[src/rtl/obstacle_pkg.sv]
// Shared types and screen constants for the obstacle engine and its sprite consumers.
package obstacle_pkg;

  typedef enum logic [1:0] {
    IDLE,
    RUN,
    DEAD
  } state_t;

  typedef enum logic [1:0] {
    KIND_FLOOR  = 2'b00,
    KIND_CEIL   = 2'b01,
    KIND_PORTAL = 2'b10
  } obs_kind_t;

  localparam logic [1:0]  GAME_NORMAL   = 2'b00;
  localparam logic [1:0]  GAME_INVERTED = 2'b01;
  localparam logic [10:0] FLOOR         = 11'd429;
  localparam logic [10:0] CEILING       = 11'd50;
  localparam logic [9:0]  SCREEN_X_MAX  = 10'd639;

  // Floor spikes get half the random draws; ceiling spikes and portals a quarter each.
  function automatic obs_kind_t kind_from_lfsr(input logic [1:0] r);
    obs_kind_t k;
    unique case (r)
      2'b10:   k = KIND_CEIL;
      2'b11:   k = KIND_PORTAL;
      default: k = KIND_FLOOR;
    endcase
    return k;
  endfunction

endpackage

[src/rtl/lfsr16.sv]
// 16-bit Galois LFSR (x^16+x^14+x^13+x^11+1), free-running, reset to SEED.
module lfsr16 #(
  parameter logic [15:0] SEED = 16'hACE1
) (
  input  logic        frame_clk,
  input  logic        Reset,
  output logic [15:0] lfsr
);

  always_ff @(posedge frame_clk or posedge Reset) begin
    if (Reset) begin
      lfsr <= SEED;
    end else begin
      lfsr <= {1'b0, lfsr[15:1]} ^ (lfsr[0] ? 16'hB400 : 16'h0000);
    end
  end

endmodule

[src/rtl/obstacle_engine.sv]
// Obstacle world: spawns, scrolls and retires slots, detects player overlap, tracks score
// and the normal/inverted game mode.
module obstacle_engine
  import obstacle_pkg::*;
#(
  parameter int unsigned NUM_OBS     = 4,
  parameter int unsigned SCROLL_STEP = 4,
  parameter int unsigned OBS_W       = 16,
  parameter int unsigned OBS_H       = 24,
  parameter int unsigned SPAWN_MIN   = 40,
  parameter logic [15:0] LFSR_SEED   = 16'hACE1
) (
  input  logic                    frame_clk,
  input  logic                    Reset,
  input  logic                    startRandom,
  input  logic [9:0]              BallX,
  input  logic [9:0]              BallY,
  input  logic [9:0]              BallS,
  output logic                    collided,
  output logic [1:0]              game,
  output logic [NUM_OBS-1:0]      ObsValid,
  output logic [NUM_OBS*10-1:0]   ObsX,
  output logic [NUM_OBS*2-1:0]    ObsKind,
  output logic [15:0]             score
);

  localparam int unsigned SelW = (NUM_OBS > 1) ? $clog2(NUM_OBS) : 1;

  state_t      state_q;
  logic [15:0] spawn_cnt_q;
  logic        collided_q;
  logic [1:0]  game_q;
  logic [15:0] score_q;
  logic [15:0] lfsr;

  logic [NUM_OBS-1:0] slot_valid;
  logic [NUM_OBS-1:0] spike_ov;
  logic [NUM_OBS-1:0] portal_ov;
  logic [NUM_OBS-1:0] score_hit;

  logic            spike_hit;
  logic            run_edge;
  logic            free_any;
  logic [SelW-1:0] spawn_sel;
  logic            spawn_en;
  logic [15:0]     cnt_dec;
  logic [15:0]     cnt_next;
  logic [16:0]     score_sum;
  logic [15:0]     score_next;
  logic [10:0]     px_lo, px_hi, py_lo, py_hi;
  logic            unused_lfsr;

  lfsr16 #(
    .SEED(LFSR_SEED)
  ) u_lfsr (
    .frame_clk(frame_clk),
    .Reset    (Reset),
    .lfsr     (lfsr)
  );

  assign unused_lfsr = ^lfsr[15:6];

  // Player box, low bounds clamped at 0.
  assign px_lo = (BallX >= BallS) ? {1'b0, BallX} - {1'b0, BallS} : 11'd0;
  assign px_hi = {1'b0, BallX} + {1'b0, BallS};
  assign py_lo = (BallY >= BallS) ? {1'b0, BallY} - {1'b0, BallS} : 11'd0;
  assign py_hi = {1'b0, BallY} + {1'b0, BallS};

  assign spike_hit = |spike_ov;
  assign run_edge  = (state_q == RUN) && !spike_hit;

  always_comb begin
    free_any  = 1'b0;
    spawn_sel = '0;
    for (int i = int'(NUM_OBS) - 1; i >= 0; i--) begin
      if (!slot_valid[i]) begin
        free_any  = 1'b1;
        spawn_sel = SelW'(i);
      end
    end
  end

  // The counter reaches zero on the SPAWN_MIN-th run edge, and that same edge spawns.
  always_comb begin
    cnt_dec  = (spawn_cnt_q == 16'd0) ? 16'd0 : spawn_cnt_q - 16'd1;
    spawn_en = run_edge && (cnt_dec == 16'd0) && free_any;
    cnt_next = spawn_en ? 16'(SPAWN_MIN) + {10'd0, lfsr[5:0]} : cnt_dec;
  end

  always_comb begin
    score_sum = {1'b0, score_q};
    for (int i = 0; i < int'(NUM_OBS); i++) begin
      score_sum = score_sum + 17'(score_hit[i]);
    end
    score_next = score_sum[16] ? 16'hFFFF : score_sum[15:0];
  end

  for (genvar g = 0; g < NUM_OBS; g++) begin : g_slot
    logic        valid_q;
    logic [9:0]  x_q;
    obs_kind_t   kind_q;
    logic        used_q;
    logic [10:0] ox_lo, ox_hi, y_lo, y_hi;
    logic        overlap, retire, is_spawn;

    always_comb begin
      y_lo = CEILING;
      y_hi = FLOOR;
      case (kind_q)
        KIND_FLOOR: begin
          y_lo = FLOOR - 11'(OBS_H);
          y_hi = FLOOR;
        end
        KIND_CEIL: begin
          y_lo = CEILING;
          y_hi = CEILING + 11'(OBS_H);
        end
        default: ;
      endcase
    end

    assign ox_lo    = {1'b0, x_q};
    assign ox_hi    = ox_lo + 11'(OBS_W - 1);
    assign overlap  = valid_q && (px_lo <= ox_hi) && (ox_lo <= px_hi) &&
                      (py_lo <= y_hi) && (y_lo <= py_hi);
    assign retire   = valid_q && (x_q < 10'(SCROLL_STEP));
    assign is_spawn = spawn_en && (spawn_sel == SelW'(g));

    assign slot_valid[g] = valid_q;
    assign spike_ov[g]   = overlap && (kind_q != KIND_PORTAL);
    assign portal_ov[g]  = overlap && (kind_q == KIND_PORTAL) && !used_q;
    assign score_hit[g]  = run_edge && retire && (kind_q != KIND_PORTAL);

    always_ff @(posedge frame_clk or posedge Reset) begin
      if (Reset) begin
        valid_q <= 1'b0;
        x_q     <= 10'd0;
        kind_q  <= KIND_FLOOR;
        used_q  <= 1'b0;
      end else if (run_edge) begin
        if (is_spawn) begin
          valid_q <= 1'b1;
          x_q     <= SCREEN_X_MAX;
          kind_q  <= kind_from_lfsr(lfsr[1:0]);
          used_q  <= 1'b0;
        end else if (valid_q) begin
          if (retire) begin
            valid_q <= 1'b0;
          end else begin
            x_q <= x_q - 10'(SCROLL_STEP);
          end
          if (portal_ov[g]) begin
            used_q <= 1'b1;
          end
        end
      end
    end

    assign ObsValid[g]          = valid_q;
    assign ObsX[g*10 +: 10]     = x_q;
    assign ObsKind[g*2 +: 2]    = kind_q;
  end

  always_ff @(posedge frame_clk or posedge Reset) begin
    if (Reset) begin
      state_q     <= IDLE;
      spawn_cnt_q <= 16'(SPAWN_MIN);
      collided_q  <= 1'b0;
      game_q      <= GAME_NORMAL;
      score_q     <= 16'd0;
    end else begin
      case (state_q)
        IDLE: begin
          if (startRandom) begin
            state_q <= RUN;
          end
        end
        RUN: begin
          if (spike_hit) begin
            // Spike beats any simultaneous portal; the world freezes here.
            collided_q <= 1'b1;
            state_q    <= DEAD;
          end else begin
            spawn_cnt_q <= cnt_next;
            score_q     <= score_next;
            game_q      <= game_q ^ {1'b0, ^portal_ov};
            if (!startRandom) begin
              state_q <= IDLE;
            end
          end
        end
        DEAD: ;
        default: state_q <= IDLE;
      endcase
    end
  end

  assign collided = collided_q;
  assign game     = game_q;
  assign score    = score_q;

endmodule

[config.mk]
export PLATFORM = sky130hd
export DESIGN_NAME = obstacle_engine
export DESIGN_NICKNAME = d
export VERILOG_FILES = /design/src/rtl/obstacle_pkg.sv /design/src/rtl/lfsr16.sv /design/src/rtl/obstacle_engine.sv
export SDC_FILE = /design/constraint.sdc
export NUM_CORES = 1
export LEC_CHECK = 0
export CAP_MARGIN = 15
export CORE_UTILIZATION = 45
export DETAILED_ROUTE_END_ITERATION = 12
export PLACE_DENSITY = 0.67
export SLEW_MARGIN = 20
export SYNTH_ARGS = -nofsm -noshare
export SYNTH_HDL_FRONTEND = slang
export SYNTH_SLANG_ARGS = --single-unit
[constraint.sdc]
create_clock -name frame_clk -period 13.9 [get_ports frame_clk]
set_input_delay 2.78 -clock frame_clk [delete_from_list [all_inputs] [get_ports frame_clk]]
set_output_delay 2.78 -clock frame_clk [all_outputs]
set_load 0.02 [all_outputs]
==> impl_metrics.py, run 1 <==
metrics = {
    "clock_tree": {
        "clk_path_buf_depth": 2,
        "cts_tree": "built",
        "postCtsSetupBuffers": 0,
        "htree_levels": 3,
        "cts_sinks": 104,
        "cts_resized": 0,
        "clkTransAtPathRegs_ns": 0.08,
        "cts_made_buffers": 9,
        "cts_hold_buf": 0,
        "root_buffer": "clkbuf_16",
        "clock_latency_ns": 0.36,
    },
    "floorplan": {
        "initial_core_util": 0.4602,
        "placementRows": 57,
        "die_area_mm2": 0.02565,
        "core_area_mm2": 0.02446,
        "dieHeight_um": 160.2,
        "io_pins": 104,
        "die_w_um": 160.2,
    },
    "setup_path": {
        "cp-end-kind": "flip-flop",
        "worstPathMaxFanout": 50,
        "ff2ff_setup_slack_ns": 7.06,
        "r2r_start": "g_slot[0].x_q[2]",
        "worstPathArrival_ns": 10.70,
        "rr_endpoint": "score[4]",
        "rr_worst_depth": 24,
        "crit_slowest_cell": "and4b_4",
        "slowest_delay_ns": 0.76,
        "path_class": "primary input to flip-flop",
        "cp.required_ns": 14.18,
        "crit_path_frequent_cell": "fa_1",
        "startpoint_type": "primary input",
    },
    "logic_synthesis": {
        "netlist_instances": 1348,
        "syn_avg_cell_area_um2": 8.351,
        "synth_top_cell_area_share": 0.2090,
        "async_flop_share": 1.000,
        "ys_warn_count": 0,
        "synth_ff_type": "dfrtp_1",
        "synth_nets": 1571,
        "syn_area_mm2": 0.01126,
        "synth_area_leaders": "dfrtp_1, ha_1, a21oi_1",
        "ys_types": 85,
        "synth_seq_area_share": 0.2323,
        "synth_edf_count": 0,
        "ys_seq_elements": 104,
        "synth_top_cell_by_area": "dfrtp_1",
    },
    "timing": {
        "finalSetupTns_ns": 0,
        "period_minus_slack_ns": 10.42,
        "fin_crit_sh": 0.7494,
        "slew_headroom": 0.3869,
        "setup_viol": 0,
        "fin_hold_ws_ns": 0.3544,
        "finalClockSkew_ns": 0.01251,
        "layout_setup_ws_ns": 3.483,
        "fmax_mhz": 96.00,
        "hold_violations": 0,
        "slew_viol_final": 0,
        "rsz0062_at_grt": "false",
        "worst_pin_slew_ns": 0.9081,
    },
    "power": {
        "p_switching_w": 0.0003109,
        "peakVddDrop_mv": 0.06568,
        "seq_power_share": 0.344,
        "leakage_nw": 5.863,
        "swShare": 0.3533,
        "power_frac_clock": 0.304,
        "comb_power_share": 0.352,
        "powerDensity_mw_per_mm2": 68.89,
        "intPower_w": 0.0005690,
    },
    "final_layout": {
        "nFillCells": 2317,
        "finalNonFillerCells": 1743,
        "multiInputGateArea_mm2": 0.007998,
        "mostFrequentLayoutCell": "ha_1",
        "final_net_count": 1637,
        "areaGrowthSynthToFinish_pct": 13.46,
        "n_antenna_cell": 0,
        "regArea_mm2": 0.002615,
        "finish.utilization": 0.5221,
        "drive_gt1_frac": 0.05497,
        "layout.cells.most_common_list": "ha_1, nand2_1, clkdlybuf4s50_1, nor2_1, dfrtp_1",
    },
    "route": {
        "wl_mm": 32.80,
        "drt_iter0_drc": 820,
        "antenna_left": 0,
        "via_per_inst": 5.976,
        "vias": 10420,
        "drt-pass1-iter-count": 5,
        "wl_per_cell_um": 18.82,
        "drcViolationCount": 0,
    },
    "placement": {
        "port_buffers": 102,
        "place_hpwl_mm": 25.81,
        "pre_cts_slack_ns": 3.179,
        "place_inst": 1727,
        "gp_congestion": 0.9668,
    },
    "global_route": {
        "grtUsageTotal": 0.2554,
        "grt_pass1_vias": 9816,
        "antenna_found_initial": 0,
        "use_met1": 0.3508,
        "grt_max_degree": 62,
        "grt_pass1_wl_mm": 51.93,
        "gr-max-usage-layer": "met2",
        "grt_overflow": 0,
        "use_met2": 0.3992,
        "use_met3": 0.04338,
    },
    "hold_path": {
        "hold_class": "flip-flop to flip-flop",
        "hold_depth": 0,
        "holdPathEnd": "u_lfsr.lfsr[5]",
        "holdCritStartpoint": "u_lfsr.lfsr[6]",
    },
    "run": {
        "cap_violations": 0,
    },
    "outcome": {
        "outcome": "completed",
    },
}
routing by layer:
| layer | share of wire | up-vias |
|---|---|---|
| met2 | 0.44 | 370 |
| met5 | 0 | - |
| met4 | 0.035 | 0 |
| met3 | 0.062 | 68 |
| met1 | 0.47 | 4967 |
| li1 | - | 5012 |
through the flow:
| step | power, W | instance area, um2 |
|---|---|---|
| after floorplan | 0.0005199 | 11260 |
| after global placement | 0.0006043 | 12470 |
| after detailed placement | 0.0006114 | 12470 |
| after CTS | 0.0008804 | 12770 |
| after global routing | 0.0009306 | 12770 |
| final | 0.0008798 | 12770 |
power by group through the flow:
stage,Clock [W],Sequential (W),Combinational [W]
finish,0.000268,0.000302,0.000310
global route,0.000284,0.000302,0.000344
CTS,0.000273,0.000302,0.000305
detailed placement,0,0.000308,0.000303
global placement,0,0.000308,0.000296
floorplan,0,0.000308,0.000212
Yosys cell counts (31+ instances only):
cell and instances:
nand2b_1 31, dfrtp_1 94, nand3_1 50, nand2_1 105
nor3_1 36, ha_1 183, xnor2_1 45, inv_1 92
nor2_1 96, o21ai_0 60, a21oi_1 86, nand4_1 36
registers in the layout, summed over array words and instances, names as in the netlist:
name and cells:
spawn_cnt_q 16, score 16, g_slot.x_q 36, collided 1
g_slot.used_q 4, game 1, state_q 2, g_slot.valid_q 4
u_lfsr.lfsr 16, g_slot.kind_q 8
cells by family (layout without fill, tap and decap cells):
family	Yosys count	in the layout	synth area share
xor+xnor	76	76	0.06035
compound gates	319	319	0.1871
flops	104	104	0.2323
other cells	1	1	0.0003331
simple gates	485	485	0.2237
buf+inv	150	221	0.05780
fa+ha+maj	192	192	0.2176
mux	21	21	0.02078
worst max-delay path by stage:
stage,startpoint,end,slack [ns],depth (start not counted)
4_1_cts,BallS[0],score[4],3.55,30
2_1_floorplan,BallX[0],score[12],4.69,32
5_1_grt,BallS[0],score[4],2.96,30
3_3_place_gp,BallS[0],score[14],3.32,30
3_5_place_dp,BallS[0],score[14],3.18,30
6_report,BallS[0],score[4],3.48,30
layout make-up:
class	instances	area share
tap	324	0.03174
multi-input combinational	1094	0.6262
timing repair buffer	113	0.08640
clock inverter	6	0.005780
inverter	92	0.02723
sequential	104	0.2047
clock buffer	10	0.01793
critical path: cells and delay by family:
family,cells,cell delay (ns)
AO/OA/AOI/OAI,9,1.99
AND/OR/NAND/NOR,12,2.93
buffers and inverters,3,0.69
adder cells (fa/ha/maj),6,2.30
Power figures use the tool's default switching activity.
==> run 2, diff against run 1 <==
==> constraint.sdc (replaced) <==
create_clock -name frame_clk -period 10.7 [get_ports frame_clk]
set_input_delay 2.14 -clock frame_clk [delete_from_list [all_inputs] [get_ports frame_clk]]
set_output_delay 2.14 -clock frame_clk [all_outputs]
set_load 0.02 [all_outputs]
==> impl_metrics.py, run 2 (synthesis gave the netlist of run 1 again) <==
metrics = {
    "setup_path": {
        "cp-end-kind": "flip-flop",
        "path_class": "primary input to flip-flop",
        "startpoint_type": "primary input",
        "worstPathMaxFanout": 8,
        "worstPathArrival_ns": 9.59,
        "slowest_delay_ns": 0.64,
        "cp.required_ns": 10.94,
        "crit_slowest_cell": "nor3b_1",
        "crit_path_frequent_cell": "fa_1",
    },
    "global_route": {
        "grt_overflow": 0,
        "grt_pass1_vias": 9808,
        "grt_pass1_wl_mm": 52.93,
        "antenna_found_initial": 0,
        "grtUsageTotal": 0.2599,
        "grt_max_degree": 64,
    },
    "run": {
        "cap_violations": 0,
    },
    "floorplan": {
        "die_area_mm2": 0.02565,
        "io_pins": 104,
        "placementRows": 57,
        "initial_core_util": 0.4602,
        "core_area_mm2": 0.02446,
        "dieHeight_um": 160.2,
        "die_w_um": 160.2,
    },
    "final_layout": {
        "areaGrowthSynthToFinish_pct": 13.47,
        "n_antenna_cell": 0,
        "finish.utilization": 0.5222,
        "drive_gt1_frac": 0.05696,
        "largest_reg_flops": 36,
        "largest-register": "g_slot.x_q",
        "design_area_mm2": 0.01277,
        "mostFrequentLayoutCell": "ha_1",
        "final_net_count": 1640,
        "layout.cells.most_common_list": "ha_1, nand2_1, clkdlybuf4s50_1, nor2_1, dfrtp_1",
    },
    "clock_tree": {
        "root_buffer": "clkbuf_16",
        "cts_made_buffers": 9,
        "cts_sinks": 104,
        "clock_latency_ns": 0.35,
        "htree_levels": 3,
        "cts_tree": "built",
        "cts_hold_buf": 0,
        "cts_resized": 0,
        "clk_path_buf_depth": 2,
        "clkTransAtPathRegs_ns": 0.08,
        "postCtsSetupBuffers": 0,
    },
    "route": {
        "via_per_inst": 5.925,
        "drt-pass1-iter-count": 6,
        "drcViolationCount": 0,
        "wl_mm": 33.07,
        "wl_per_cell_um": 18.94,
        "vias": 10350,
        "antenna_left": 0,
        "drt_iter0_drc": 780,
    },
    "timing": {
        "rsz0062_at_grt": "false",
        "fin_hold_ws_ns": 0.3589,
        "slew_viol_final": 0,
        "setup_viol": 0,
        "fmax_mhz": 106.9,
        "finalSetupTns_ns": 0,
        "finalClockSkew_ns": 0.01321,
        "period_minus_slack_ns": 9.354,
        "slew_headroom": 0.3376,
        "hold_violations": 0,
        "worst_pin_slew_ns": 0.9846,
        "fin_crit_sh": 0.8742,
    },
    "power": {
        "leakage_nw": 5.865,
        "p_switching_w": 0.0004084,
        "powerDensity_mw_per_mm2": 87.93,
        "peakVddDrop_mv": 0.06584,
        "seq_power_share": 0.350,
        "comb_power_share": 0.360,
        "power_frac_clock": 0.290,
        "intPower_w": 0.0007147,
        "swShare": 0.3636,
    },
    "placement": {
        "place_hpwl_mm": 25.98,
        "placed_cell_area_mm2": 0.01249,
        "gp_congestion": 0.9238,
        "port_buffers": 102,
    },
    "outcome": {
        "outcome": "completed",
    },
    "hold_path": {
        "hold_class": "flip-flop to flip-flop",
    },
}
## run 2: changes by cell type in the layout (fill, tap and decap cells not counted), sizes merged
cell and change:
buf +3, clkinv +2, inv -2, bufinv -1, clkinvlp +1
## run 2: layer usage
| metal | part of all wire | track usage | up-vias | wire, um |
|---|---|---|---|---|
| met4 | 0.021 | 0.06797 | 0 | 688 |
| met3 | 0.062 | 0.03377 | 32 | 2052 |
| met1 | 0.47 | 0.3686 | 4953 | 15490 |
| li1 | - | - | 5021 | - |
| met5 | 0 | 0 | - | 0 |
| met2 | 0.45 | 0.4146 | 339 | 14830 |
## run 2: final timing paths
| path | slack, ns | start | end | depth (start not counted) |
|---|---|---|---|---|
| max in group asynchronous | 7.29 | Reset | g_slot[2].x_q[6] | 3 |
| min | 0.36 | u_lfsr.lfsr[8] | u_lfsr.lfsr[7] | 0 |
| max | 1.35 | BallS[0] | score[14] | 29 |
| min in group asynchronous | 2.17 | Reset | game[0] | 2 |
| min reg2reg | 0.36 | u_lfsr.lfsr[8] | u_lfsr.lfsr[7] | 0 |
| max reg2reg | 4.29 | g_slot[0].x_q[2] | score[14] | 24 |
## run 2: layout make-up
cell class / count / area, um2
Clock inverter: 6 / 52.55
Inverter: 92 / 347.8
Sequential cell: 104 / 2615
Timing Repair Buffer: 116 / 1126
Tap cell: 324 / 405.4
Multi-Input combinational cell: 1094 / 7998
Clock buffer: 10 / 229.0
Fill cell: 2302 / 11690
## run 2: through the flow
step	total power (W)	setup slack, ns	std cells
after global routing	0.001195	0.8593	1746
after detailed placement	0.0007955	0.9711	1730
after CTS	0.001123	1.333	1746
final	0.001123	1.346	1746
after floorplan	0.0006754	2.126	1348
after global placement	0.0007884	1.151	1730
## run 2: critical path: cells and delay by family
kind,cells,cell delay [ns]
fa+ha+maj,6,2.41
simple gates,12,2.35
compound gates,7,1.65
buf+inv,3,0.71
mux,1,0.32
## run 2: power groups by stage
stage / Clock, W / Sequential (W) / Combinational [W]
after floorplan: 0 / 0.000401 / 0.000275
after global placement: 0 / 0.000401 / 0.000388
after detailed placement: 0 / 0.000401 / 0.000395
after CTS: 0.000332 / 0.000393 / 0.000398
after global routing: 0.000354 / 0.000393 / 0.000448
final: 0.000326 / 0.000393 / 0.000404
==> edit 1: new RTL, flow settings as in run 1 <==
Register the inputs `startRandom`, `BallX`, `BallY` and `BallS` before use. The logic sees them one clock later.
--- a/src/rtl/obstacle_engine.sv
+++ b/src/rtl/obstacle_engine.sv
@@ -26,6 +26,18 @@
 
   localparam int unsigned SelW = (NUM_OBS > 1) ? $clog2(NUM_OBS) : 1;
 
+  logic startRandom_q;
+  logic [9:0] BallX_q;
+  logic [9:0] BallY_q;
+  logic [9:0] BallS_q;
+
+  always_ff @(posedge frame_clk) begin
+    startRandom_q <= startRandom;
+    BallX_q       <= BallX;
+    BallY_q       <= BallY;
+    BallS_q       <= BallS;
+  end
+
   state_t      state_q;
   logic [15:0] spawn_cnt_q;
   logic        collided_q;
@@ -61,10 +73,10 @@
   assign unused_lfsr = ^lfsr[15:6];
 
   // Player box, low bounds clamped at 0.
-  assign px_lo = (BallX >= BallS) ? {1'b0, BallX} - {1'b0, BallS} : 11'd0;
-  assign px_hi = {1'b0, BallX} + {1'b0, BallS};
-  assign py_lo = (BallY >= BallS) ? {1'b0, BallY} - {1'b0, BallS} : 11'd0;
-  assign py_hi = {1'b0, BallY} + {1'b0, BallS};
+  assign px_lo = (BallX_q >= BallS_q) ? {1'b0, BallX_q} - {1'b0, BallS_q} : 11'd0;
+  assign px_hi = {1'b0, BallX_q} + {1'b0, BallS_q};
+  assign py_lo = (BallY_q >= BallS_q) ? {1'b0, BallY_q} - {1'b0, BallS_q} : 11'd0;
+  assign py_hi = {1'b0, BallY_q} + {1'b0, BallS_q};
 
   assign spike_hit = |spike_ov;
   assign run_edge  = (state_q == RUN) && !spike_hit;
@@ -171,7 +183,7 @@
     end else begin
       case (state_q)
         IDLE: begin
-          if (startRandom) begin
+          if (startRandom_q) begin
             state_q <= RUN;
           end
         end
@@ -184,7 +196,7 @@
             spawn_cnt_q <= cnt_next;
             score_q     <= score_next;
             game_q      <= game_q ^ {1'b0, ^portal_ov};
-            if (!startRandom) begin
+            if (!startRandom_q) begin
               state_q <= IDLE;
             end
           end
Behaviour: same outputs for any inputs over 10 cycles, from zero or initial values and one cycle with Reset high; that may be too few to reach the edited logic, so the function may still have changed.
==> edit 1 against run 1 <==
Synthesized cell count increased by 0.52%; final area grew 7.5%; sequential cell count rose by 31; cell count increased by 1.6%; setup slack improved by 2.1 ns; synthesized area increased by 5.6%; wire length is 4.7% higher; hold slack improved by 0.0052 ns; critical path type is now reg -> reg; largest cell class unchanged; highest routed layer unchanged.
Power is not compared: it rests on default switching activity, and its combinational part moved more than twofold at a synthesized area within 25%.
==> edit 1: results (changes against run 1) <==
| Metric | Value |
|---|---|
| Status | `complete, no violations` |
| First DRT Iteration DRCs | `823 (+0.37%)` |
| Post-DP HPWL | `26100 microns (+1.0%)` |
| R2R Setup Slk | `5.61 ns (-1.45 ns)` |
| GR Layer Usage met3 | `0.0439 (+0.000571)` |
| Worst path max stage delay | `0.58 ns (-0.18 ns)` |
| Largest net degree at the start of global routing | `57 (-8.1%)` |
| Total global-route track usage | `0.264 (+0.00841)` |
| Critical R2R Launch | `BallS_q[0]$_DFF_P_` |
| Clock latency on the worst-skew pair | `0.45 ns (+0.09 ns)` |
| Routed vias | `10400 (-0.31%)` |
| CP max FO | `49 (-2.0%)` |
| Worst Setup EP | `score[13]$_DFFE_PP0P_` |
| CTS Buf Count | `17 (+8)` |
| DP Area | `0.0131 sq mm (+5.0%)` |
| Most frequent cells after synthesis | `183 x ha_1, 94 x dfrtp_1, 88 x nor2_1` |
| Synth Area in Compound Gates | `0.174 (-0.0132)` |
| # placed instances | `1739 (+0.69%)` |
| Yosys cell types | `84 (-1.2%)` |
| Met1 Resource Use GR | `0.353 (+0.00247)` |
| Gate Count Post-Synth | `1355 (+0.52%)` |
| Slew @ Worst Pin | `1.00 ns (+0.0958 ns)` |
| Seq/Total Area, Yosys | `0.272 (+0.0399)` |
| Syn Nets | `1578 (+0.45%)` |
| Post-Route Skew | `0.0154 ns (+0.00293 ns)` |
| Arrival time at the worst endpoint | `8.62 ns (-2.08 ns)` |
| FF/Latch Area | `0.00324 sq mm (+24%)` |
| WL/cell | `19.4 microns (+3.0%)` |
| Synth Area in XOR/XNOR | `0.0638 (+0.00343)` |
| Post-synthesis mux area share | `0.0223 (+0.00153)` |
| Filler cells | `2399 (+3.5%)` |
| Fin cells | `1771 (+1.6%)` |
| Main area contributors after synthesis | `dfrtp_1 20%, ha_1 19%, dfxtp_1 5.2%, xnor2_1 4.1%, a21oi_1 3.2%` |
| Period utilization | `0.596 (-0.153)` |
| Ys async rst share | `0.770 (-0.230)` |
==> edit 1: cell types whose count changed in the layout (fill, tap and decap cells not counted), sizes merged, moves of 10 or more <==
cell           run 1  this run
a21oi             87        77
nand2            107        84
or3               16         6
dfxtp              0        31
nand3             51        64
nor4               9        20
clkinv             1        11
xnor2             45        55
==> edit 1: how the worst min path moves through the flow <==
| stage | slack [ns] | end |
|---|---|---|
| floorplan | 0.33 | u_lfsr.lfsr[8]$_DFF_PP0_ |
| global placement | 0.33 | u_lfsr.lfsr[8]$_DFF_PP0_ |
| detailed placement | 0.34 | u_lfsr.lfsr[11]$_DFF_PP1_ |
| CTS | 0.36 | u_lfsr.lfsr[5]$_DFF_PP1_ |
| global route | 0.37 | u_lfsr.lfsr[5]$_DFF_PP1_ |
| finish | 0.36 | u_lfsr.lfsr[5]$_DFF_PP1_ |
==> edit 1: metal layers <==
layer	wire, microns	share of wire
met5	0	0
met4	1280	0.037
met3	1990	0.058
met2	15400	0.45
met1	15700	0.46
==> edit 1: worst max-delay path: cells and delay by family (launching register included) <==
kind | cells | cell delay (ns)
AND/OR/NAND/NOR | 14 | 3.47
adder cells (fa/ha/maj) | 6 | 2.30
AO/OA/AOI/OAI | 6 | 1.37
buffers and inverters | 3 | 0.40
flip-flops | 1 | 0.38
multiplexers | 1 | 0.27
==> edit 1: final cells by class <==
| type | instances | share of cell area |
|---|---|---|
| multi-input cells | 1077 | 0.587 |
| flip-flops and latches | 135 | 0.236 |
| repair buffers | 108 | 0.0777 |
| clock buffers | 17 | 0.0310 |
| well taps | 335 | 0.0305 |
| inverters | 84 | 0.0232 |
| clock inverters | 15 | 0.0149 |
==> edit 2: new RTL, config.mk and constraints of run 1 <==
Made on the original files. `NUM_OBS`: 4 -> 8.
--- a/src/rtl/obstacle_engine.sv
+++ b/src/rtl/obstacle_engine.sv
@@ -3,7 +3,7 @@
 module obstacle_engine
   import obstacle_pkg::*;
 #(
-  parameter int unsigned NUM_OBS     = 4,
+  parameter int unsigned NUM_OBS     = 8,
   parameter int unsigned SCROLL_STEP = 4,
   parameter int unsigned OBS_W       = 16,
   parameter int unsigned OBS_H       = 24,
Interface: changed (resized ObsKind, ObsValid and ObsX); port bits go from 104 to 156. The function was not compared with the original's and may differ.
==> edit 2 against run 1 <==
Via count increased by 58%; cell count grew 57%; wire length grew 73%; final area increased by 60%; synthesized area rose by 58%; power rose by 63%; setup slack got worse by 1.6 ns; sequential cell count rose by 52.
==> edit 2: results (changes against run 1) <==
| Metric | Value |
|---|---|
| Fin cells | `2738 (+57%)` |
| Hold WC Path Type | `reg -> reg` |
| Number of flip-flops under the largest register name | `72 (+100%)` |
| Clock root buffer | `clkbuf_16` |
| Syn Nets | `2459 (+57%)` |
| Seq/Total Area, Yosys | `0.220 (-0.0121)` |
| DRT met1 WL | `24900 microns (+63%)` |
| Largest net degree at the start of global routing | `97 (+56%)` |
| Pre-CTS setup slack | `1.44 ns (-1.74 ns)` |
| Worst path max stage delay | `0.76 ns (about the same)` |
| Slew @ Worst Pin | `1.11 ns (+0.202 ns)` |
| First DRT Iteration DRCs | `1299 (+58%)` |
| Met3 WL | `4150 microns (+110%)` |
| Slowest CP cell | `o311ai_0` |
| Clock transition time at the flip-flop clock pins of the worst setup and hold paths | `0.06 ns (-0.02 ns)` |
| Maximum vdd drop | `93.8 uV (+43%)` |
| Gpl congestion | `0.943 (-2.4%)` |
| DP Area | `0.0199 sq mm (+59%)` |
| Post-CTS setup buffer count | `0 (unchanged)` |
| Pint | `897 uW (+58%)` |
| Static Leak | `9.47 nW (+61%)` |
| Drt pass-1 iters | `6 (+1)` |
| Met2 Track Usage GR | `0.460 (+0.0611)` |
| Ys flop type | `dfrtp_1` |
| Synth warn | `0 (unchanged)` |
| Highest Signal Layer | `met4` |
| Routed vias | `16500 (+58%)` |
| WL/cell | `20.8 microns (+10%)` |
| CTS H-tree depth | `4 (+1)` |
| Arrival time at the worst endpoint | `12.42 ns (+1.72 ns)` |
| First-pass GRT wire length | `89900 microns (+73%)` |
| Sw frac | `0.374 (+0.0204)` |
| Initial antenna violation count | `0 (unchanged)` |
| Status | `complete, no violations` |
| CTS Buf Count | `17 (+8)` |
| Clock Path Buffers | `2 (unchanged)` |
| GR Layer Usage met3 | `0.0505 (+0.00711)` |
| Total global-route track usage | `0.282 (+0.0270)` |
| Post-Route Skew | `0.0188 ns (+0.00627 ns)` |
| IO buf count | `154 (+51%)` |
| Most frequent cells after synthesis | `328 x ha_1, 162 x nand2_1, 146 x dfrtp_1` |
| Largest Register | `g_slot.x_q` |
| Crit-path leading delay family | `adder cells` |
| Layout cells sized above 1 | `0.0617 (+0.00674)` |
| Met2 WL post-DR | `26000 microns (+81%)` |
| Clock group share of total power | `0.320 (+0.016)` |
| Main area contributors after synthesis | `ha_1 23%, dfrtp_1 21%, xnor2_1 5.7%, nand2_1 3.4%, a21oi_1 3.4%` |
| NumNets Final | `2577 (+57%)` |
| Yosys cell types | `92 (+8.2%)` |
| Clock latency on the worst-skew pair | `0.46 ns (+0.10 ns)` |
| Gate power share | `0.363 (+0.011)` |
| CP max FO | `34 (-32%)` |
| Met1 Resource Use GR | `0.370 (+0.0195)` |
| Post-DP HPWL | `43700 microns (+69%)` |
| Ant. Diodes | `0 (unchanged)` |
| Gate Count Post-Synth | `2089 (+55%)` |
| Ys async rst share | `1.00 (unchanged)` |
edit 2: area by class of cell:
type	count	area, sq um
fillers	3598	18400
multi-input cells	1715	13000
flip-flops and latches	156	3920
repair buffers	186	1780
well taps	518	648
inverters	131	497
clock buffers	20	457
clock inverters	12	88.8
edit 2: cells by family (layout without fill, tap and decap cells):
kind of cell | after synthesis | after routing | synth area share
compound gates | 453 | 453 | 0.172
xor+xnor | 169 | 169 | 0.0840
fa+ha+maj | 342 | 342 | 0.244
buf+inv | 218 | 349 | 0.0511
flops | 156 | 156 | 0.220
mux | 26 | 26 | 0.0164
other cells | 1 | 1 | 0.000211
simple gates | 724 | 724 | 0.213
edit 2: final timing paths:
| path | start | endpoint | cells after the start | slack (ns) |
|---|---|---|---|---|
| worst max-delay path | BallS[1] | score[1]$_DFFE_PP0P_ | 41 | 1.86 |
| worst min-delay path | u_lfsr.lfsr[12]$_DFF_PP0_ | u_lfsr.lfsr[11]$_DFF_PP1_ | 0 | 0.35 |
| worst max register to register | g_slot[1].x_q[2]$_DFFE_PP0P_ | score[1]$_DFFE_PP0P_ | 28 | 5.73 |
| worst min register to register | u_lfsr.lfsr[12]$_DFF_PP0_ | u_lfsr.lfsr[11]$_DFF_PP1_ | 0 | 0.35 |
| max in group asynchronous | Reset | g_slot[0].x_q[2]$_DFFE_PP0P_ | 3 | 9.69 |
| min in group asynchronous | Reset | game[0]$_DFFE_PP0P_ | 2 | 2.85 |
edit 2: worst register-to-register path, delay by kind of cell, from the launching register on:
kind	cells	cell delay, ns
buffers and inverters	6	0.53
AND/OR/NAND/NOR	7	2.31
flip-flops	1	0.46
adder cells (fa/ha/maj)	7	2.68
AO/OA/AOI/OAI	7	2.00
XOR/XNOR	1	0.13
